$ cat config.mk
export PLATFORM = sky130hd
export DESIGN_NAME = fmdll_lock_ctrl
export DESIGN_NICKNAME = d
export VERILOG_FILES = /design/src/rtl/fmdll_lock_ctrl.sv
export SDC_FILE = /design/constraint.sdc
export NUM_CORES = 1
export LEC_CHECK = 0
export CAP_MARGIN = 20
export CORE_MARGIN = 10
export CORE_UTILIZATION = 60
export CTS_CLUSTER_DIAMETER = 60
export CTS_CLUSTER_SIZE = 16
export DETAILED_ROUTE_END_ITERATION = 10
export PLACE_DENSITY = 0.78
export SKIP_LAST_GASP = 1
export SLEW_MARGIN = 20
export SYNTH_ARGS = -nofsm -noshare
export SYNTH_HDL_FRONTEND = slang
export SYNTH_SLANG_ARGS = --single-unit
export TNS_END_PERCENT = 5
$ cat constraint.sdc
create_clock -name clk_ext -period 6.05 [get_ports clk_ext]
set_input_delay 1.815 -clock clk_ext [delete_from_list [all_inputs] [get_ports clk_ext]]
set_output_delay 1.815 -clock clk_ext [all_outputs]
set_load 0.01 [all_outputs]
$ cat src/rtl/fmdll_lock_ctrl.sv
// Lock controller for the frequency-multiplying DLL: ratio check, SAR coarse search, filtered tracking.
// Latency: all outputs registered, one clk_ext after the deciding input; SAR takes CODE_W*SETTLE cycles.
// Backpressure: none; pd_up/pd_dn are sampled every cycle. Optional debug ports under FMDLL_LOCK_DBG_EN.
module fmdll_lock_ctrl #(
  parameter int CODE_W   = 6,
  parameter int SETTLE   = 4,
  parameter int FILT_MAX = 8,
  parameter int LOCK_CYC = 32
) (
  input  logic              clk_ext,
  input  logic              rst_n,
  input  logic [1:0]        M,
  input  logic [3:0]        N,
  input  logic              pd_up,
  input  logic              pd_dn,
  output logic [1:0]        Sel,
  output logic [CODE_W-1:0] dly_code,
  output logic              locked,
`ifdef FMDLL_LOCK_DBG_EN
  output logic [2:0]        dbg_state,
  output logic [7:0]        step_cnt,
`endif
  output logic              cfg_err
);

  localparam int FW = $clog2(FILT_MAX) + 2;
  localparam int IW = (CODE_W > 1) ? $clog2(CODE_W) : 1;
  localparam int SW = (SETTLE > 1) ? $clog2(SETTLE) : 1;
  localparam int LW = $clog2(LOCK_CYC + 1);

  localparam logic signed [FW-1:0] FMAX_P   = FW'(FILT_MAX);
  localparam logic signed [FW-1:0] FMAX_N   = -FMAX_P;
  localparam logic signed [FW-1:0] F_ONE    = FW'(1);
  localparam logic [SW-1:0]        SET_LAST = SW'(SETTLE - 1);
  localparam logic [LW-1:0]        LOCK_MAX = LW'(LOCK_CYC);
  localparam logic [IW-1:0]        IDX_MSB  = IW'(CODE_W - 1);
  localparam logic [CODE_W-1:0]    CODE_MID = CODE_W'(1) << (CODE_W - 1);
  localparam logic [CODE_W-1:0]    CODE_MAX = '1;

  typedef enum logic [2:0] {
    S_IDLE  = 3'd0,
    S_CHECK = 3'd1,
    S_SAR   = 3'd2,
    S_TRACK = 3'd3,
    S_ERR   = 3'd4
  } state_t;

  state_t                 state_q, state_d;
  logic [1:0]             sel_q, sel_d;
  logic [CODE_W-1:0]      code_q, code_d;
  logic                   locked_q, locked_d;
  logic                   err_q, err_d;
  logic [1:0]             cfg_m_q, cfg_m_d;
  logic [3:0]             cfg_n_q, cfg_n_d;
  logic signed [FW-1:0]   filt_q, filt_d;
  logic [LW-1:0]          lock_cnt_q, lock_cnt_d;
  logic [IW-1:0]          idx_q, idx_d;
  logic [SW-1:0]          settle_q, settle_d;
  logic [7:0]             steps_q, steps_d;
  logic                   cfg_chg;
  logic [CODE_W-1:0]      code_tmp;
  logic [IW-1:0]          idx_m1;

  // Supported ratios: M in 1..3, N in {1,4,5,8,10}.
  function automatic logic cfg_ok(input logic [1:0] m, input logic [3:0] n);
    return (m != 2'd0) &&
           (n == 4'd1 || n == 4'd4 || n == 4'd5 || n == 4'd8 || n == 4'd10);
  endfunction

  // Register all controller state; async reset returns to the idle/zero state.
  always_ff @(posedge clk_ext or negedge rst_n) begin
    if (!rst_n) begin
      state_q    <= S_IDLE;
      sel_q      <= '0;
      code_q     <= '0;
      locked_q   <= 1'b0;
      err_q      <= 1'b0;
      cfg_m_q    <= '0;
      cfg_n_q    <= '0;
      filt_q     <= '0;
      lock_cnt_q <= '0;
      idx_q      <= '0;
      settle_q   <= '0;
      steps_q    <= '0;
    end else begin
      state_q    <= state_d;
      sel_q      <= sel_d;
      code_q     <= code_d;
      locked_q   <= locked_d;
      err_q      <= err_d;
      cfg_m_q    <= cfg_m_d;
      cfg_n_q    <= cfg_n_d;
      filt_q     <= filt_d;
      lock_cnt_q <= lock_cnt_d;
      idx_q      <= idx_d;
      settle_q   <= settle_d;
      steps_q    <= steps_d;
    end
  end

  // Next-state and datapath updates; a ratio change outranks any SAR/track update.
  always_comb begin
    state_d    = state_q;
    sel_d      = sel_q;
    code_d     = code_q;
    locked_d   = locked_q;
    err_d      = err_q;
    cfg_m_d    = cfg_m_q;
    cfg_n_d    = cfg_n_q;
    filt_d     = filt_q;
    lock_cnt_d = lock_cnt_q;
    idx_d      = idx_q;
    settle_d   = settle_q;
    steps_d    = steps_q;
    cfg_chg    = (M != cfg_m_q) || (N != cfg_n_q);
    code_tmp   = code_q;
    idx_m1     = idx_q - IW'(1);

    case (state_q)
      S_IDLE: begin
        state_d = S_CHECK;
        cfg_m_d = M;
        cfg_n_d = N;
      end

      S_CHECK, S_SAR, S_TRACK: begin
        if (cfg_chg) begin
          locked_d = 1'b0;
          state_d  = S_CHECK;
          cfg_m_d  = M;
          cfg_n_d  = N;
        end else if (state_q == S_CHECK) begin
          locked_d = 1'b0;
          steps_d  = '0;
          if (cfg_ok(cfg_m_q, cfg_n_q)) begin
            sel_d    = cfg_m_q - 2'd1;
            code_d   = CODE_MID;
            idx_d    = IDX_MSB;
            settle_d = '0;
            state_d  = S_SAR;
          end else begin
            err_d   = 1'b1;
            state_d = S_ERR;
          end
        end else if (state_q == S_SAR) begin
          if (settle_q == SET_LAST) begin
            settle_d = '0;
            if (!pd_up) code_tmp[idx_q] = 1'b0;
            if (idx_q == '0) begin
              state_d    = S_TRACK;
              filt_d     = '0;
              lock_cnt_d = '0;
            end else begin
              code_tmp[idx_m1] = 1'b1;
              idx_d            = idx_m1;
            end
            code_d = code_tmp;
          end else begin
            settle_d = settle_q + SW'(1);
          end
        end else begin
          if (filt_q == FMAX_P || filt_q == FMAX_N) begin
            if ((filt_q == FMAX_P && code_q == CODE_MAX) ||
                (filt_q == FMAX_N && code_q == '0)) begin
              // Delay line ran out of range: drop the step and search again.
              locked_d   = 1'b0;
              state_d    = S_SAR;
              code_d     = CODE_MID;
              idx_d      = IDX_MSB;
              settle_d   = '0;
              filt_d     = '0;
              lock_cnt_d = '0;
            end else begin
              code_d     = (filt_q == FMAX_P) ? code_q + CODE_W'(1) : code_q - CODE_W'(1);
              filt_d     = '0;
              lock_cnt_d = '0;
              if (steps_q != 8'hFF) steps_d = steps_q + 8'd1;
            end
          end else begin
            if (pd_up && !pd_dn)      filt_d = filt_q + F_ONE;
            else if (pd_dn && !pd_up) filt_d = filt_q - F_ONE;
            if (lock_cnt_q != LOCK_MAX) lock_cnt_d = lock_cnt_q + LW'(1);
            if (lock_cnt_d == LOCK_MAX) locked_d = 1'b1;
          end
        end
      end

      S_ERR: begin
        locked_d = 1'b0;
        if (cfg_ok(M, N)) begin
          err_d   = 1'b0;
          state_d = S_CHECK;
          cfg_m_d = M;
          cfg_n_d = N;
        end
      end

      default: state_d = S_IDLE;
    endcase
  end

  assign Sel      = sel_q;
  assign dly_code = code_q;
  assign locked   = locked_q;
  assign cfg_err  = err_q;

`ifdef FMDLL_LOCK_DBG_EN
  assign dbg_state = state_q;
  assign step_cnt  = steps_q;
`else
  logic unused_steps;
  assign unused_steps = ^steps_q;
`endif

endmodule

==> Word-level counts from Yosys, hierarchy flattened <==
Index checks and enable logic that the tools add are counted.
{ "word_totals": {"mem_bits_ro": 0, "input_bits": 10, "ramBits": 0, "out_inout_bits": 10, "regBits": 35, "mem_count": 0, "latchBits": 0} }
{ "classes": {"bitwise": 5, "shift": 0, "n_addsub": 8, "eq_ne": 39, "n_mul": 0, "n_div": 0, "muxes": 75, "magnitude_cmp": 4, "reduce_logical": 42} }
{ "op_table": {"columns": ["op", "n"], "rows": [
  ["two-way mux 6 bit", 24],
  ["two-way mux 3 bit", 16],
  ["two-way mux 5 bit", 6],
  ["inequality test 5 bit, second input constant", 6],
  ["AND reduction 5 bit", 5],
  ["== test 4 x 3 -> 1 bit, second input constant", 4],
  ["== test 4 bit, second input constant", 4],
  ["two-way mux 2 bit", 8],
  ["adder 6 x 1 -> 6 bit, second input constant", 2],
  ["== test 6 bit, second input constant", 2],
  ["two-way mux 1 bit", 12],
  ["case mux 4 bit (3 select lines)", 1],
  ["logical OR 1 bit", 11],
  ["inequality test 2 bit, second input constant", 5],
  ["case mux 3 bit (3 select lines)", 1],
  ["nonzero test 3 bit", 3],
  ["== test 4 x 1 -> 1 bit, second input constant", 2],
  ["logical AND 1 bit", 8],
  ["less-than comparator 3 x 4 -> 1 bit, second input constant", 2],
  ["two-way mux 4 bit", 2],
  ["AND reduction 4 bit", 2],
  ["AND reduction 7 bit", 1],
  ["AND 6 bit", 1],
  ["demux 1 bit (select 3 bit)", 2],
  ["33 further kinds", 43]
]} }

==> Depth between registers and ports, before layout <==
Gate-level depths: netlist of run 1.
{ "depth": {"depth_word": 17, "mapped_depth": 10} }

==> Least setup slack after synthesis of run 1 <==
No wires, ideal clock.
{ "synth_path": {"path_kind": "input -> register", "start": "input port M[0]", "end": "register idx_q[0]", "cell_stages": 6, "required_time_ps": 5925, "path_buffers": 0, "path_slack_ps": 2444, "arrival_ps": 3481, "path_cell_list": "xnor2_1 > nand4_1 > or4_1 > o21bai_1 > or3_1 > mux2_2"} }
{ "synth_between": {"elab_chain_len": 4} }
{ "synth_lines": {"columns": ["item", "line_no", "source"], "rows": [
  ["start: declaration", "12", "input logic [1:0] M,"],
  ["inequality test 2 bit", "115", "cfg_chg = (M != cfg_m_q) || (N != cfg_n_q);"],
  ["logical OR 1 bit", "115", null],
  ["NOT 1 bit (no line)", null, null],
  ["AND reduction 7 bit (no line)", null, null],
  ["end signal: assignment", "95", "idx_q <= idx_d;"],
  ["end: declaration", "57", "logic [IW-1:0] idx_q, idx_d;"]
]} }
No other way between the ends.
A chain may end at the register's enable or synchronous reset.

==> Worst setup path in the final report of run 1 <==
Ends and elaborated chain as after synthesis.

==> out/metrics.csv, run 1 <==
metric,value,unit
status,completed,
Hold Buf Count CTS,0,
most frequent cells in the layout,"35 x dfrtp_1, 30 x nand2_1, 25 x a21oi_1",
Main synth FF type,dfrtp_1,
Final Skew,0.00580,ns
die width,84.2,um
Pleak,1.19,nW
fin crit period,3.94,ns
setup TNS,0,ns
GRT Util Overall,15.1,%
r2r setup slk,2.83,ns
first-pass GRT wire length,9.03,mm
worst slew pin tran,1.04,ns
CTS Sinks,35,
Mapped Cells,278,
die outline area,7090,um^2
Worst Slack Setup Final,2.11,ns
"commonest non-fill, non-tap cell in the layout",dfrtp_1,
total setup buffers inserted after CTS,0,
Yosys reg bits,35,
DRT iter0 DRCs,143,
Synth Area in Compound Gates,21.4,%
pre-CTS setup slack,1.83,ns
global route overflow,0,
GP Congestion,0.864,
antenna violations before repair,0,
HP Class,reg2reg,
ant diodes,0,
Max Clk Rate,254,MHz
syn_nets,304,
Syn. warnings,0,
Pre-antenna DRT Iters,4,
wire length per cell,15.3,um
TritonCTS clock tree,built,
Area Overhead vs Synth,12.2,%
Max IR drop VDD,0.000152,V
Initial Util,61.8,%
CP Max Fanout,8,
Post-synth EDFFs,0,
Placed Cells,340,
"Arr. time, crit path",4.12,ns
Skew-Pair Late Insertion Delay,0.29,ns
Routed WL,5.34,mm
total power,0.602,mW
non-filler instance count after layout,348,
antenna-violating nets left,0,
Netlist cell types,51,
RSZ-0062 raised after global routing,false,
sequential element share of the synthesized area,35.4,%
Slew headroom,29.9,%
post-synthesis mux area share,5.46,%
CP endpoint kind,register,
largest net degree at the start of global routing,36,
Post-CTS Resized,0,
CP Class,in2reg,
port bufs,19,
IO Count,20,
HPWL after detailed placement,3.96,mm
Final period util,65.1,%
final hold vios,0,
vias in the first global route,2004,
final setup fails,0,
row count,23,
core outline area,4000,um^2
syn avg cell area,8.90,um^2
Clock transition at path regs,0.07,ns
PD cells,217,nW/um^2
Final Util,69.4,%
CTS Buf Count,5,
crit start category,input pin,
clk root buf,clkbuf_8,
Vias/cell,6.09,
fin nets,323,
Adder-Cell Fraction of Synth Area,8.70,%
Post-Synth XOR/XNOR Area,5.67,%
Async SR Flop Fraction,100,%
H-tree Lvls,2,
DRC errors left,0,
die height,84.2,um
via count,2120,
fin. max-slew vios,0,
layout cells sized above 1,8.05,%
MaxCap Viol Count,0,
critical path data required time,6.23,ns
Post-Synthesis Cell Area,2470,um^2
CTS max path bufs,2,
simple logic cell fraction of the synthesized area,20.1,%
largest family of logic cells by synthesized area,compound AO/OA/AOI/OAI gates,
layout make-up:
type / instances / area [um^2]
Timing Repair Buffer: 19 / 185
Sequential cell: 35 / 876
Clock inverter: 1 / 5.00
Inverter: 14 / 52.6
Fill cell: 325 / 1220
Multi-Input combinational cell: 222 / 1520
Clock buffer: 7 / 76.3
Tap cell: 50 / 62.6
per-stage QoR:
step,cell area (um^2),hold WS [ns]
after floorplan,2470,0.481
after global placement,2690,0.468
after detailed placement,2690,0.476
after CTS,2780,0.491
after global routing,2780,0.529
final,2780,0.482
registers in the layout (all words and copies together) (netlist names):
register and cells:
dly_code 6, Sel 2, idx_q 3, locked 1, cfg_err 1, filt_q 5
cfg_m_q 2, settle_q 2, lock_cnt_q 6, cfg_n_q 4, state_q 3
cells in the mapped netlist, types with 5 or more instances:
cell	n	area [um^2]
or3_1	6	37.5
clkbuf_1	6	22.5
nand2_1	30	113
nand3_1	6	30.0
o31ai_1	7	52.6
dfrtp_1	35	876
a21o_1	5	37.5
xnor2_1	10	87.6
mux2_2	8	90.1
inv_1	13	48.8
ha_1	14	175
nor2_1	18	67.6
xor2_1	6	52.6
o21ai_0	12	60.1
nor3_1	9	45.0
a21oi_1	25	125
o21ai_1	9	45.0
critical path, cell delays in order:
cell	delay, ns
clkdlybuf4s50_1	0.52
xnor2_1	0.15
nand4_1	0.12
or4_1	0.58
o21bai_1	0.30
or3_1	0.37
mux2_2	0.27
cell families (layout without fill, tap and decap cells):
group | count (synthesis) | after routing
AOI/OAI and AO/OA | 83 | 83
DFF | 35 | 35
muxes | 12 | 12
xor gates and xnor gates | 16 | 16
and+or+nand+nor | 95 | 95
adders and majority gates | 16 | 16
buffers and inverters | 21 | 41
worst paths after layout:
kind                       startpoint       endpoint  depth (start not counted)
setup / recovery                 M[0]       idx_q[0]                          7
hold / removal                 Sel[1]         Sel[1]                          2
setup reg to reg            filt_q[1]    dly_code[5]                          9
hold reg to reg                Sel[1]         Sel[1]                          2
max in group asynchronous       rst_n  lock_cnt_q[5]                          1
min in group asynchronous       rst_n      filt_q[2]                          1
where the power goes:
part,leakage (nW),switching (mW),total [mW],internal (mW)
combinational,0.694,0.0828,0.160,0.0769
clock,0.0422,0.0810,0.162,0.0807
sequential,0.451,0.0257,0.281,0.255
total,1.19,0.189,0.602,0.412
layer usage:
| metal | GRT usage (%) | part of all wire (%) | vias to the layer above |
|---|---|---|---|
| li1 | - | - | 1064 |
| met5 | 0 | 0 | - |
| met3 | 4.25 | 6.1 | 13 |
| met1 | 17.9 | 45 | 982 |
| met4 | 7.76 | 2.7 | 0 |
| met2 | 24.3 | 46 | 61 |
No activity file was read; power rests on OpenSTA's default activity.
==> inputs of run 2 (changes only) <==
Settings changed: CORE_UTILIZATION 60 to 53, PLACE_DENSITY 0.78 to 0.73.
Clock period 6.05 ns to 3.26 ns, I/O delays scaled along.
==> run 2 against run 1 <==
First-iteration DRC count decreased by 41%. Setup slack got worse by 1.8 ns. Wire length increased by 3.2%. Sequential share of layout area decreased by 0.83 points. Non-clock buffer count increased by 9. Clock-buffer cell count unchanged. Clock skew increased by 0.00061 ns. Register-to-register slack got worse by 2.3 ns. Core utilization decreased by 5.2 points. Largest power group unchanged. Highest routed layer unchanged.
==> out/metrics.csv, run 2 (synthesis gave the netlist of run 1 again) <==
metric,value,unit,change
antenna-violating nets left,0,,unchanged
Pleak,1.23,nW,+3.5%
row count,24,,+4.3%
PD cells,398,nW/um^2,+83%
Slew headroom,64.9,%,+35 points
crit start category,input pin,,
"Cell Area, Placed",2770,um^2,+2.8%
Clock transition at path regs,0.07,ns,about the same
HPWL after detailed placement,4.10,mm,+3.6%
FF-to-FF End,settle_q[0],,
final instance area,2850,um^2,+2.7%
wire length per cell,15.3,um,about the same
WHS,0.481,ns,-0.00106 ns
first-pass GRT wire length,9.20,mm,+2.0%
total power,1.13,mW,+88%
RSZ-0062 raised after global routing,false,,
CTS Buf Count,5,,unchanged
highest routed layer,met4,,
CP endpoint kind,register,,
Vias/cell,5.94,,-2.4%
Area Overhead vs Synth,15.2,%,
Skew-Pair Late Insertion Delay,0.30,ns,about the same
port bufs,19,,unchanged
ant diodes,0,,unchanged
GP Congestion,0.841,,-2.7%
die outline area,7800,um^2,+10%
reg2reg path depth,6,,-3
CP endpoint,idx_q[0],,
clk root buf,clkbuf_8,,
"Arr. time, crit path",3.09,ns,-1.03 ns
CTS max path bufs,2,,unchanged
non-filler instance count after layout,359,,+3.2%
die width,88.3,um,+4.9%
"commonest non-fill, non-tap cell in the layout",dfrtp_1,,
worst slew pin tran,0.524,ns,-0.513 ns
r2r setup slk,0.58,ns,-2.25 ns
via count,2134,,+0.66%
MaxCap Viol Count,0,,unchanged
HP Class,reg2reg,,
IO Count,20,,unchanged
H-tree Lvls,2,,unchanged
most frequent cells in the layout,"35 x dfrtp_1, 30 x nand2_1, 25 x a21oi_1",,
Max IR drop VDD,0.000295,V,+94%
Hold Buf Count CTS,0,,unchanged
antenna violations before repair,0,,unchanged
Initial Util,55.7,%,-6.2 points
layout cells sized above 1,10.4,%,+2.4 points
setup TNS,0,ns,unchanged
met3 wire len,290,um,-11%
TritonCTS clock tree,built,,
CP Max Fanout,3,,-5
CP Class,in2reg,,
final setup fails,0,,unchanged
total setup buffers inserted after CTS,0,,unchanged
final hold vios,0,,unchanged
Final period util,89.1,%,
CTS Sinks,35,,unchanged
vias in the first global route,1976,,-1.4%
largest net degree at the start of global routing,36,,unchanged
Placed Cells,351,,+3.2%
DRC errors left,0,,unchanged
Final Skew,0.00641,ns,+0.000611 ns
fin. max-slew vios,0,,unchanged
Post-CTS Resized,0,,unchanged
GRT Util Overall,14.6,%,-0.46 points
die height,88.3,um,+4.9%
Pre-antenna DRT Iters,4,,unchanged
wire length on met2,2.59,mm,+5.1%
WL met1,2.54,mm,+5.7%
worst setup path startpoint,M[0],,
Max Clk Rate,344,MHz,
core outline area,4440,um^2,+11%
critical path data required time,3.45,ns,-2.78 ns
Routed WL,5.51,mm,+3.2%
DRT iter0 DRCs,85,,-41%
global route overflow,0,,unchanged
pre-CTS setup slack,0.0486,ns,-1.78 ns
status,completed,,
fin nets,332,,+2.8%
worst r2r src,dly_code[3],,
Final Util,64.1,%,-5.2 points
Worst Slack Setup Final,0.355,ns,-1.76 ns
fin crit period,2.91,ns,
[run 2: final cells by class]
type / count / area, um^2
repair buffers: 28 / 258
inverters: 14 / 52.6
multi-input cells: 222 / 1520
clock inverters: 1 / 5.00
well taps: 52 / 65.1
clock buffers: 7 / 76.3
flip-flops and latches: 35 / 876
fillers: 378 / 1590
[run 2: worst min-delay path by stage]
stage,startpoint,endpoint,slack [ns],depth (start not counted)
after floorplan,filt_q[3],filt_q[3],0.48,2
after global placement,Sel[0],Sel[0],0.46,2
after detailed placement,Sel[0],Sel[0],0.47,2
after CTS,Sel[0],Sel[0],0.49,2
after global routing,Sel[0],Sel[0],0.51,2
final,Sel[0],Sel[0],0.48,2
[run 2: per-layer routing]
metal	GRT usage [%]	vias up
met5	0	-
met4	4.99	0
met3	3.58	7
met2	23.0	45
met1	19.2	1004
li1	-	1078
[run 2: critical path, cell delays in order]
cell             delay (ns)
clkdlybuf4s50_1        0.46
xnor2_1                0.22
nand4_1                0.12
or4_1                  0.53
o21bai_1               0.18
or3_1                  0.33
mux2_2                 0.27
[run 2: report_power, final]
group	switching (mW)	total, mW	internal, mW
Clock	0.163	0.313	0.150
Sequential	0.0485	0.521	0.473
Combinational	0.153	0.299	0.146
==> inputs of run 3 (changes only) <==
Settings changed: GPL_TIMING_DRIVEN set to 0.
==> run 3 against run 2 <==
Sequential share of layout area decreased by 0.067 points. Cell count shrank 0.28%. Final area is 0.22% higher. Die area unchanged. Combinational power rose by 4%. Core utilization grew 0.14 points. Clock-buffer cell count grew 1. Sequential cell count stayed put. Maximum frequency down 9.6%. First-iteration DRC count decreased by 2.4%. Global-route usage up 0.15 points. Critical path depth unchanged.
==> out/metrics.csv, run 3 (synthesis gave the netlist of run 1 again) <==
metric,value,unit,change
Initial Util,55.7,%,unchanged
DRC errors left,0,,unchanged
CP Max Fanout,8,,+5
IO Count,20,,unchanged
Pre-antenna DRT Iters,4,,unchanged
via count,2109,,-1.2%
H-tree Lvls,2,,unchanged
"Cell Area, Placed",2750,um^2,-0.63%
first-pass GRT wire length,9.30,mm,+1.1%
Vias/cell,5.89,,-0.90%
final setup fails,0,,unchanged
GP Congestion,0.811,,-3.6%
Max Clk Rate,311,MHz,-9.6%
die width,88.3,um,unchanged
CTS Buf Count,5,,unchanged
RSZ-0062 raised after global routing,true,,
MaxCap Viol Count,0,,unchanged
final hold vios,0,,unchanged
port bufs,19,,unchanged
clk root buf,clkbuf_8,,
r2r setup slk,0.23,ns,-0.35 ns
pre-CTS setup slack,-0.234,ns,-0.283 ns
Final period util,98.6,%,+9.5 points
Pleak,1.22,nW,-0.60%
vias in the first global route,2013,,+1.9%
most frequent cells in the layout,"35 x dfrtp_1, 30 x nand2_1, 25 x a21oi_1",,
CP Class,in2reg,,
antenna violations before repair,0,,unchanged
CTS Sinks,35,,unchanged
slowest CP cell,or4_1,,
layout cells sized above 1,9.15,%,-1.3 points
row count,24,,unchanged
core outline area,4440,um^2,unchanged
global route overflow,0,,unchanged
fin. max-slew vios,0,,unchanged
GRT Util Overall,14.8,%,+0.15 points
WHS,0.479,ns,-0.00260 ns
largest net degree at the start of global routing,22,,-39%
TritonCTS clock tree,built,,
crit start category,input pin,,
die height,88.3,um,unchanged
DRT iter0 DRCs,83,,-2.4%
die outline area,7800,um^2,unchanged
total setup buffers inserted after CTS,0,,unchanged
HPWL after detailed placement,4.13,mm,+0.69%
CP endpoint kind,register,,
Slew headroom,44.4,%,-21 points
Worst Slack Setup Final,0.0452,ns,-0.309 ns
HP Class,reg2reg,,
ant diodes,0,,unchanged
Area Overhead vs Synth,15.5,%,
Routed WL,5.30,mm,-3.7%
status,completed,,
cells along the critical path,clkdlybuf4s50_1 -> xnor2_1 -> nand4_1 -> or4_1 -> o21bai_1 -> or3_1 -> mux2_2,,
Clock transition at path regs,0.07,ns,about the same
CTS max path bufs,2,,unchanged
worst setup path startpoint,N[3],,
final instance area,2860,um^2,+0.22%
max incr delay on CP,0.59,ns,+0.06 ns
Hold Startpoint,Sel[0],,
PD cells,410,nW/um^2,+3.0%
fin crit period,3.21,ns,+0.309 ns
fillers,371,,-1.9%
wire length per cell,14.8,um,-3.5%
Skew-Pair Late Insertion Delay,0.28,ns,-0.02 ns
"Arr. time, crit path",3.39,ns,+0.30 ns
fin nets,331,,-0.30%
worst r2r src,filt_q[1],,
Max IR drop VDD,0.000279,V,-5.6%
critical path data required time,3.43,ns,-0.02 ns
antenna-violating nets left,0,,unchanged
Final Skew,0.00378,ns,-0.00262 ns
"commonest non-fill, non-tap cell in the layout",dfrtp_1,,
worst slew pin tran,0.822,ns,+0.298 ns
run 3: changes by cell type in the layout (fill, tap and decap cells not counted), sizes merged:
cell / before / now
clkinv: 1 / 0
clkdlybuf4s50: 19 / 18
clkbuf: 7 / 14
buf: 9 / 3
run 3: stage by stage:
| stage | cells | TNS, ns | utilization (%) | power [mW] |
|---|---|---|---|---|
| 5_1_grt | 358 | -0.109 | 64.3 | 1.25 |
| 4_1_cts | 358 | 0 | 64.2 | 1.18 |
| 3_5_place_dp | 350 | -0.653 | 61.9 | 0.829 |
| 2_1_floorplan | 278 | 0 | - | 0.726 |
| 6_report | 358 | 0 | 64.3 | 1.17 |
| 3_3_place_gp | 349 | -0.633 | 61.4 | 0.823 |
run 3: what timing repair did:
| item | in CTS | in global routing |
|---|---|---|
| hold buffers | 0 | 0 |
| resized for setup | 0 | 1 |
| setup endpoints to repair | 0 | 5 |
run 3: per-layer routing:
| layer | global-route usage [%] | vias up | wire length, um |
|---|---|---|---|
| li1 | - | 1074 | - |
| met1 | 19.2 | 992 | 2520 |
| met2 | 23.1 | 37 | 2490 |
| met3 | 3.49 | 6 | 232 |
| met4 | 6.17 | 0 | 57 |
| met5 | 0 | - | 0 |
run 3: path summary, 6_finish.rpt:
| check | to | cells past startpoint |
|---|---|---|
| hold / removal | Sel[0] | 2 |
| max in group asynchronous | cfg_n_q[1] | 2 |
| hold reg to reg | Sel[0] | 2 |
| setup / recovery | idx_q[0] | 7 |
| min in group asynchronous | lock_cnt_q[3] | 1 |
| setup reg to reg | dly_code[5] | 9 |
run 3: area by class of cell:
type	instances	area [um^2]	share of cell area, %
multi-input cells	222	1520	53.3
inverters	14	52.6	1.84
plain buffers	7	27.5	0.964
flip-flops and latches	35	876	30.7
well taps	52	65.1	2.28
clock buffers	8	100	3.50
repair buffers	20	213	7.45
run 3: worst max-delay path: cells and delay by family:
kind	cells	cell delay [ns]
xor gates and xnor gates	1	0.15
and+or+nand+nor	3	1.09
AOI/OAI and AO/OA	1	0.36
muxes	1	0.27
buffers and inverters	1	0.53
run 3: power by group:
group | internal (mW) | switching [mW] | leakage [nW] | total (mW)
Clock | 0.193 | 0.156 | 0.0515 | 0.348
Sequential | 0.473 | 0.0367 | 0.451 | 0.509
Combinational | 0.148 | 0.164 | 0.719 | 0.312
Total | 0.814 | 0.356 | 1.22 | 1.17
